**src/rtl/pe_pkg.sv**
```systemverilog
// Shared definitions for the multilane systolic PE.
// Optional feature macro: PE_SATURATE_EN (saturating adders and sticky sat flags).
package pe_pkg;

    localparam logic PE_MODE_WS = 1'b0;
    localparam logic PE_MODE_OS = 1'b1;

    localparam int PE_DATA_WIDTH = 8;
    localparam int PE_ACC_WIDTH  = 24;
    localparam int PE_LANES      = 2;

    // Per-cycle selection of what psum_out loads in every lane.
    localparam logic [1:0] PE_OUT_HOLD  = 2'd0;
    localparam logic [1:0] PE_OUT_WS    = 2'd1;
    localparam logic [1:0] PE_OUT_DRAIN = 2'd2;
    localparam logic [1:0] PE_OUT_PASS  = 2'd3;

    typedef struct packed {
        logic signed [63:0] sum;
        logic               sat;
    } pe_sat_result_t;

    // Signed add clamped to a width-bit two's complement range (width <= 63).
    // Operands must already be sign-extended to 64 bits.
    function automatic pe_sat_result_t pe_sat_add(input logic signed [63:0] a,
                                                  input logic signed [63:0] b,
                                                  input int width);
        logic signed [64:0] full;
        logic signed [64:0] max_v;
        logic signed [64:0] min_v;
        pe_sat_result_t     r;
        full  = {a[63], a} + {b[63], b};
        max_v = (65'sd1 <<< (width - 1)) - 65'sd1;
        min_v = -(65'sd1 <<< (width - 1));
        r.sum = full[63:0];
        r.sat = 1'b0;
        if (full > max_v) begin
            r.sum = max_v[63:0];
            r.sat = 1'b1;
        end else if (full < min_v) begin
            r.sum = min_v[63:0];
            r.sat = 1'b1;
        end
        return r;
    endfunction

endpackage

```
**src/rtl/pe_mac_lane.sv**
```systemverilog
// One MAC lane: double-buffered weight, stage-1 product/psum registers,
// stage-2 WS adder / OS accumulator and the lane's psum_out register.
// Optional feature macro: PE_SATURATE_EN (clamping adders, sticky sat_flag).
module pe_mac_lane
    import pe_pkg::*;
#(
    parameter int DATA_WIDTH = PE_DATA_WIDTH,
    parameter int ACC_WIDTH  = PE_ACC_WIDTH
) (
    input  logic                         clk,
    input  logic                         rst_n,
    input  logic signed [DATA_WIDTH-1:0] weight_in,
    input  logic                         weight_load,
    input  logic                         weight_swap,
    input  logic                         act_valid_in,
    input  logic signed [DATA_WIDTH-1:0] activation_in,
    input  logic signed [ACC_WIDTH-1:0]  psum_in,
    input  logic                         valid_s1,
    input  logic                         mode_s1,
    input  logic                         clear_acc,
    input  logic [1:0]                   out_sel,
    output logic signed [ACC_WIDTH-1:0]  psum_out,
    output logic                         sat_flag
);

    localparam int PW = 2 * DATA_WIDTH;

    logic signed [DATA_WIDTH-1:0] bank0;
    logic signed [DATA_WIDTH-1:0] bank1;
    logic                         bank_sel;
    logic signed [DATA_WIDTH-1:0] active_w;
    logic signed [PW-1:0]         product_d;
    logic signed [PW-1:0]         product_s1;
    logic signed [ACC_WIDTH-1:0]  psum_s1;
    logic signed [ACC_WIDTH-1:0]  acc;
    logic signed [ACC_WIDTH-1:0]  prod_ext;
    logic signed [ACC_WIDTH-1:0]  acc_base;
    logic signed [ACC_WIDTH-1:0]  ws_sum;
    logic signed [ACC_WIDTH-1:0]  os_sum;
    logic                         os_op;

    assign active_w  = bank_sel ? bank1 : bank0;
    assign product_d = PW'(activation_in) * PW'(active_w);
    assign prod_ext  = ACC_WIDTH'(product_s1);
    assign acc_base  = clear_acc ? '0 : acc;
    assign os_op     = valid_s1 && (mode_s1 == PE_MODE_OS);

`ifdef PE_SATURATE_EN
    pe_sat_result_t ws_r;
    pe_sat_result_t os_r;
    logic           sat_q;

    assign ws_r   = pe_sat_add(64'(psum_s1), 64'(prod_ext), ACC_WIDTH);
    assign os_r   = pe_sat_add(64'(acc_base), 64'(prod_ext), ACC_WIDTH);
    assign ws_sum = ws_r.sum[ACC_WIDTH-1:0];
    assign os_sum = os_r.sum[ACC_WIDTH-1:0];

    // Sticky clamp indicator; clear_acc wipes history but a clamp in the same cycle still sets it.
    always_ff @(posedge clk) begin
        if (!rst_n) begin
            sat_q <= 1'b0;
        end else begin
            sat_q <= (clear_acc ? 1'b0 : sat_q)
                   | ((out_sel == PE_OUT_WS) & ws_r.sat)
                   | (os_op & os_r.sat);
        end
    end
    assign sat_flag = sat_q;
`else
    assign ws_sum   = psum_s1 + prod_ext;
    assign os_sum   = acc_base + prod_ext;
    assign sat_flag = 1'b0;
`endif

    // Weight banks: load targets the shadow; load+swap together makes the new value active next cycle.
    always_ff @(posedge clk) begin
        if (!rst_n) begin
            bank0    <= '0;
            bank1    <= '0;
            bank_sel <= 1'b0;
        end else begin
            if (weight_load) begin
                if (bank_sel) bank0 <= weight_in;
                else          bank1 <= weight_in;
            end
            if (weight_swap) bank_sel <= ~bank_sel;
        end
    end

    // Stage 1 captures the product and upstream psum only for valid activations.
    always_ff @(posedge clk) begin
        if (!rst_n) begin
            product_s1 <= '0;
            psum_s1    <= '0;
        end else if (act_valid_in) begin
            product_s1 <= product_d;
            psum_s1    <= psum_in;
        end
    end

    // Stage 2: OS accumulator, and the shared output register (drain reads acc before its update).
    always_ff @(posedge clk) begin
        if (!rst_n) begin
            acc      <= '0;
            psum_out <= '0;
        end else begin
            if (os_op)          acc <= os_sum;
            else if (clear_acc) acc <= '0;
            case (out_sel)
                PE_OUT_WS:    psum_out <= ws_sum;
                PE_OUT_DRAIN: psum_out <= acc;
                PE_OUT_PASS:  psum_out <= psum_in;
                default:      psum_out <= psum_out;
            endcase
        end
    end

endmodule

```
**src/rtl/systolic_pe_multilane.sv**
```systemverilog
// Multilane systolic PE: LANES MAC lanes share one moving activation.
// Runtime mode: weight-stationary (psum chains through) or output-stationary
// (local accumulate, then drain). Owns the activation pipe and shared valid/mode.
// Optional feature macro: PE_SATURATE_EN (saturating adders, sticky sat_flag).
module systolic_pe_multilane
    import pe_pkg::*;
#(
    parameter int DATA_WIDTH = PE_DATA_WIDTH,
    parameter int ACC_WIDTH  = PE_ACC_WIDTH,
    parameter int LANES      = PE_LANES
) (
    input  logic                         clk,
    input  logic                         rst_n,
    input  logic [LANES*DATA_WIDTH-1:0]  weight_in,
    input  logic                         weight_load,
    input  logic                         weight_swap,
    input  logic                         mode,
    input  logic                         clear_acc,
    input  logic                         drain,
    input  logic                         act_valid_in,
    input  logic [DATA_WIDTH-1:0]        activation_in,
    input  logic                         psum_valid_in,
    input  logic [LANES*ACC_WIDTH-1:0]   psum_in,
    output logic                         act_valid_out,
    output logic [DATA_WIDTH-1:0]        activation_out,
    output logic                         psum_valid_out,
    output logic [LANES*ACC_WIDTH-1:0]   psum_out,
    output logic [LANES-1:0]             sat_flag
);

    if (ACC_WIDTH < 2 * DATA_WIDTH + 1) begin : g_bad_acc_width
        $error("systolic_pe_multilane: ACC_WIDTH must be >= 2*DATA_WIDTH+1");
    end
    if (LANES < 1) begin : g_bad_lanes
        $error("systolic_pe_multilane: LANES must be >= 1");
    end
`ifdef PE_SATURATE_EN
    if (ACC_WIDTH > 63) begin : g_bad_sat_width
        $error("systolic_pe_multilane: saturating build supports ACC_WIDTH <= 63");
    end
`endif

    logic       valid_s1;
    logic       mode_s1;
    logic [1:0] out_sel;
    logic       psum_valid_d;

    // Output source: a WS result in stage 2 wins; otherwise OS drain beats pass-through.
    always_comb begin
        out_sel      = PE_OUT_HOLD;
        psum_valid_d = 1'b0;
        if (valid_s1 && (mode_s1 == PE_MODE_WS)) begin
            out_sel      = PE_OUT_WS;
            psum_valid_d = 1'b1;
        end else if (mode == PE_MODE_OS) begin
            if (drain) begin
                out_sel      = PE_OUT_DRAIN;
                psum_valid_d = 1'b1;
            end else if (psum_valid_in) begin
                out_sel      = PE_OUT_PASS;
                psum_valid_d = 1'b1;
            end
        end
    end

    // Activation forwarding, stage-1 valid and per-op mode capture, output valid.
    always_ff @(posedge clk) begin
        if (!rst_n) begin
            act_valid_out  <= 1'b0;
            activation_out <= '0;
            valid_s1       <= 1'b0;
            mode_s1        <= PE_MODE_WS;
            psum_valid_out <= 1'b0;
        end else begin
            act_valid_out  <= act_valid_in;
            activation_out <= activation_in;
            valid_s1       <= act_valid_in;
            if (act_valid_in) mode_s1 <= mode;
            psum_valid_out <= psum_valid_d;
        end
    end

    for (genvar i = 0; i < LANES; i++) begin : g_lane
        pe_mac_lane #(
            .DATA_WIDTH (DATA_WIDTH),
            .ACC_WIDTH  (ACC_WIDTH)
        ) u_lane (
            .clk           (clk),
            .rst_n         (rst_n),
            .weight_in     (weight_in[i*DATA_WIDTH +: DATA_WIDTH]),
            .weight_load   (weight_load),
            .weight_swap   (weight_swap),
            .act_valid_in  (act_valid_in),
            .activation_in (activation_in),
            .psum_in       (psum_in[i*ACC_WIDTH +: ACC_WIDTH]),
            .valid_s1      (valid_s1),
            .mode_s1       (mode_s1),
            .clear_acc     (clear_acc),
            .out_sel       (out_sel),
            .psum_out      (psum_out[i*ACC_WIDTH +: ACC_WIDTH]),
            .sat_flag      (sat_flag[i])
        );
    end

endmodule

```
**config.mk**
```make
export PLATFORM = sky130hd
export DESIGN_NAME = systolic_pe_multilane
export DESIGN_NICKNAME = d
export VERILOG_FILES = /design/src/rtl/pe_pkg.sv /design/src/rtl/pe_mac_lane.sv /design/src/rtl/systolic_pe_multilane.sv
export SDC_FILE = /design/constraint.sdc
export NUM_CORES = 1
export LEC_CHECK = 0
export ABC_AREA = 1
export BUFFER_PORTS_ARGS = -buffer_cell sky130_fd_sc_hd__buf_2
export CAP_MARGIN = 0
export CORE_MARGIN = 2
export CORE_UTILIZATION = 40
export DETAILED_ROUTE_END_ITERATION = 8
export PLACE_DENSITY_LB_ADDON = 0.08
export SETUP_SLACK_MARGIN = 0.4
export SLEW_MARGIN = 0
export SYNTH_ARGS = -nofsm -noshare
export SYNTH_HDL_FRONTEND = slang
export SYNTH_SLANG_ARGS = --single-unit
```
**constraint.sdc**
```tcl
create_clock -name clk -period 14.12 [get_ports clk]
set_input_delay 4.236 -clock clk [delete_from_list [all_inputs] [get_ports clk]]
set_output_delay 4.236 -clock clk [all_outputs]
set_load 0.005 [all_outputs]
```
==> results.ini <==
[placed_design]
dpl.cell_count = 3900
place_congestion = 0.914
placed_cell_area_um2 = 21700
io_buffers = 138
dp_hpwl_um = 51300

[logic_synthesis]
synthTopCellsByCount = nand2_1 (640), inv_1 (589), nor2_1 (519)
yosys.area.top_type = dfxtp_1
async_flop_share_pct = 0
netlist-cell-type-count = 48
yosysWarnings = 0
seq_area_frac_synth_pct = 21.5
yosysMostFrequentCell = nand2_1
synth.area.top_cells = dfxtp_1 (22%), nand2_1 (12%), fa_1 (11%)
synth_top_area_share_pct = 21.5
synth_edf_count = 0
syn_avg_cell_area_um2 = 6.49
synthesis.area_um2 = 20500
synth-main-ff-cell = dfxtp_1
syn_inst = 3165
synth_seq_cells = 221

[detailed_routing]
vias = 20000
ant_nets = 0
firstDrtPassIters = 5
via_per_inst = 5.05
routed_wirelength_um = 65200
wl_per_cell_um = 16.5
drt_iter0_markers = 1229
drc = 0

[job]
cap_violations = 0

[timing]
skew_ns = 0.0172
worstMarginPinSlew_ns = 1.12
grt_setup_unrepaired = false
tns_ns = 0
slew_viol_final = 0
finalSetupViolCount = 0
max-slew-margin-rel_pct = 24.6
fin_crit_ns = 7.94
max_freq_mhz = 126
final_hold_viol_count = 0
finalCritPeriodShare_pct = 56.3

[critical_path]
rr_endpoint = g_lane[0].u_lane.product_s1[12]$_SDFFE_PN0P_
crit_slowest_cell = fa_1
worstPathRequired_ns = 14.60
critPathCaptureType = register
worst-setup-path-type = primary input to register
crit_chain = buf_2 -> inv_1 -> nor2_1 -> inv_1 -> fa_1 -> inv_1 -> fa_1 -> inv_1 -> fa_1 -> inv_1 -> fa_1 -> ha_1 -> nand2_1 -> nor2_1 -> nand3_1 -> nand3_1 -> nand3b_1 -> nand3_1 -> nand2_1 -> inv_1
ff2ff_path_depth = 19
cpMostUsedCell = inv_1
rrSetupSlack_ns = 8.80
r2r_start = g_lane[0].u_lane.bank_sel$_SDFFE_PN0P_
critPathLaunchType = primary input
max_stage_delay_ns = 0.76
cp_max_fo = 13
worst-endpoint-arrival_ns = 8.43

[layout]
drive_gt1_share_pct = 9.14
layout.nets = 3596
design_area_um2 = 22700
post-route-util_pct = 44.4
stdcell_count = 3953
areaGrowthSynthToFinish_pct = 10.5

[floorplanning]
rows = 83
core_um2 = 51100
die_height_um = 231
fp.dieArea_um2 = 53200
ios = 141
die_w_um = 231
start_util_pct = 40.2

[clocking]
cts_tree = yes
root_buffer = clkbuf_16
clk_latency_ns = 0.58
cts-htree-levels = 1
holdBufCountCts = 0
cts_resized = 0
cts_max_path_buffers = 3
cts_setup_buffers = 0
path_clk_slew_ns = 0.07
cts_made_buffers = 29
cts_sinks = 221

[worst_hold_path]
holdPathEnd = g_lane[1].u_lane.bank0[2]$_SDFFE_PN0P_
hp-class = register to register
holdPathStages = 2
min_from = g_lane[1].u_lane.bank0[2]$_SDFFE_PN0P_

[global_routing]
grt_max_degree = 90
grt_pass1_vias = 19400
track_usage_pct = 24.6
antenna_found_initial = 0
grt_overflow = 0
grt_first_pass_wirelength_um = 105000

[pwr]
p_per_area_nw_per_um2 = 124
power.total_mw = 2.81
leakagePower_nw = 12.0
max-vdd-ir-drop_mv = 0.0933

[outcome]
status = finished, final reports clean

## critical path: cells and delay by family
family,cells,cell delay [ns]
and+or+nand+nor,8,0.91
adders and majority gates,5,2.55
buffers and inverters,7,0.73
## flip-flops by register name (all words and copies together), names as in the netlist, 2 cells and up
signal / cells
g_lane.u_lane.psum_s1: 48
g_lane.u_lane.acc: 48
g_lane.u_lane.bank1: 16
g_lane.u_lane.bank_sel: 2
g_lane.u_lane.bank0: 16
activation_out: 8
g_lane.u_lane.psum_out: 48
g_lane.u_lane.product_s1: 32
## area by class of cell
class                      count  area, um^2
antenna                        1        2.50
clock buffer                  41         861
clock inverter                11        90.1
fill                        5631       28400
inverter                     599        2250
multi-input combinational   2251       13400
sequential                   221        4420
tap                          680         851
timing repair buffer         149         776
## metrics by stage
stage	hold slack, ns	worst slack [ns]
6_report	0.481	6.18
5_1_grt	0.492	5.82
3_5_place_dp	0.471	5.55
3_3_place_gp	0.459	5.63
4_1_cts	0.484	6.17
2_1_floorplan	0.449	6.02
## cells by family (layout without fill, tap and decap cells)
logic type / Yosys count / after routing / share of synthesized area, %
adder cells (fa/ha/maj): 264 / 264 / 20.2
multiplexers: 6 / 6 / 0.292
flip-flops: 221 / 221 / 21.5
XOR/XNOR: 41 / 41 / 1.75
AND/OR/NAND/NOR: 1467 / 1467 / 29.9
other: 1 / 3 / 0.0183
buffers and inverters: 694 / 800 / 13.1
AO/OA/AOI/OAI: 471 / 471 / 13.1
## placed cells by master, fill, tap and decap left out, drive strengths merged, types with 2 or more instances in the layout
cell    synthesis  final
nand2         666    666
inv           595    598
nor2          540    540
o21ai         232    232
dfxtp         221    221
nand3         160    160
ha            150    150
a21oi         150    150
buf            40    149
fa            114    114
nand4          44     44
clkbuf         55     41
a221oi         35     35
xor2           29     29
or2            22     22
nor3           14     14
o21bai         13     13
nand3b         13     13
a31oi          12     12
xnor2          12     12
a22oi          11     11
o211ai         10     10
clkinv          4     10
and2            7      7
mux2i           6      6
o21a            2      2
a21o            2      2
o221ai          2      2
conb            1      2
## power by group
part	internal, mW	switching, mW
combinational	0.467	0.833
sequential	0.691	0.0768
clock	0.440	0.306
total	1.60	1.22
## routing by layer
layer  share of wire, %  vias up  GRT usage (%)
li1                   -    10100              -
met1                 48     9364           34.5
met2                 45      453           40.3
met3                5.1       69           3.11
met4                1.9        0           5.14
met5                  0        -              0
## worst max path at each step
stage | endpoint | slack (ns) | depth (start not counted) | start
after floorplan | g_lane[0].u_lane.product_s1[12]$_SDFFE_PN0P_ | 6.02 | 20 | activation_in[7]
after global placement | g_lane[0].u_lane.product_s1[12]$_SDFFE_PN0P_ | 5.63 | 20 | activation_in[7]
after detailed placement | g_lane[0].u_lane.product_s1[15]$_SDFFE_PN0P_ | 5.55 | 20 | activation_in[7]
after CTS | g_lane[0].u_lane.product_s1[15]$_SDFFE_PN0P_ | 6.17 | 20 | activation_in[7]
after global routing | g_lane[1].u_lane.product_s1[14]$_SDFFE_PN0P_ | 5.82 | 17 | activation_in[7]
final | g_lane[0].u_lane.product_s1[15]$_SDFFE_PN0P_ | 6.18 | 20 | activation_in[7]
(Power assumes the default switching activity.)
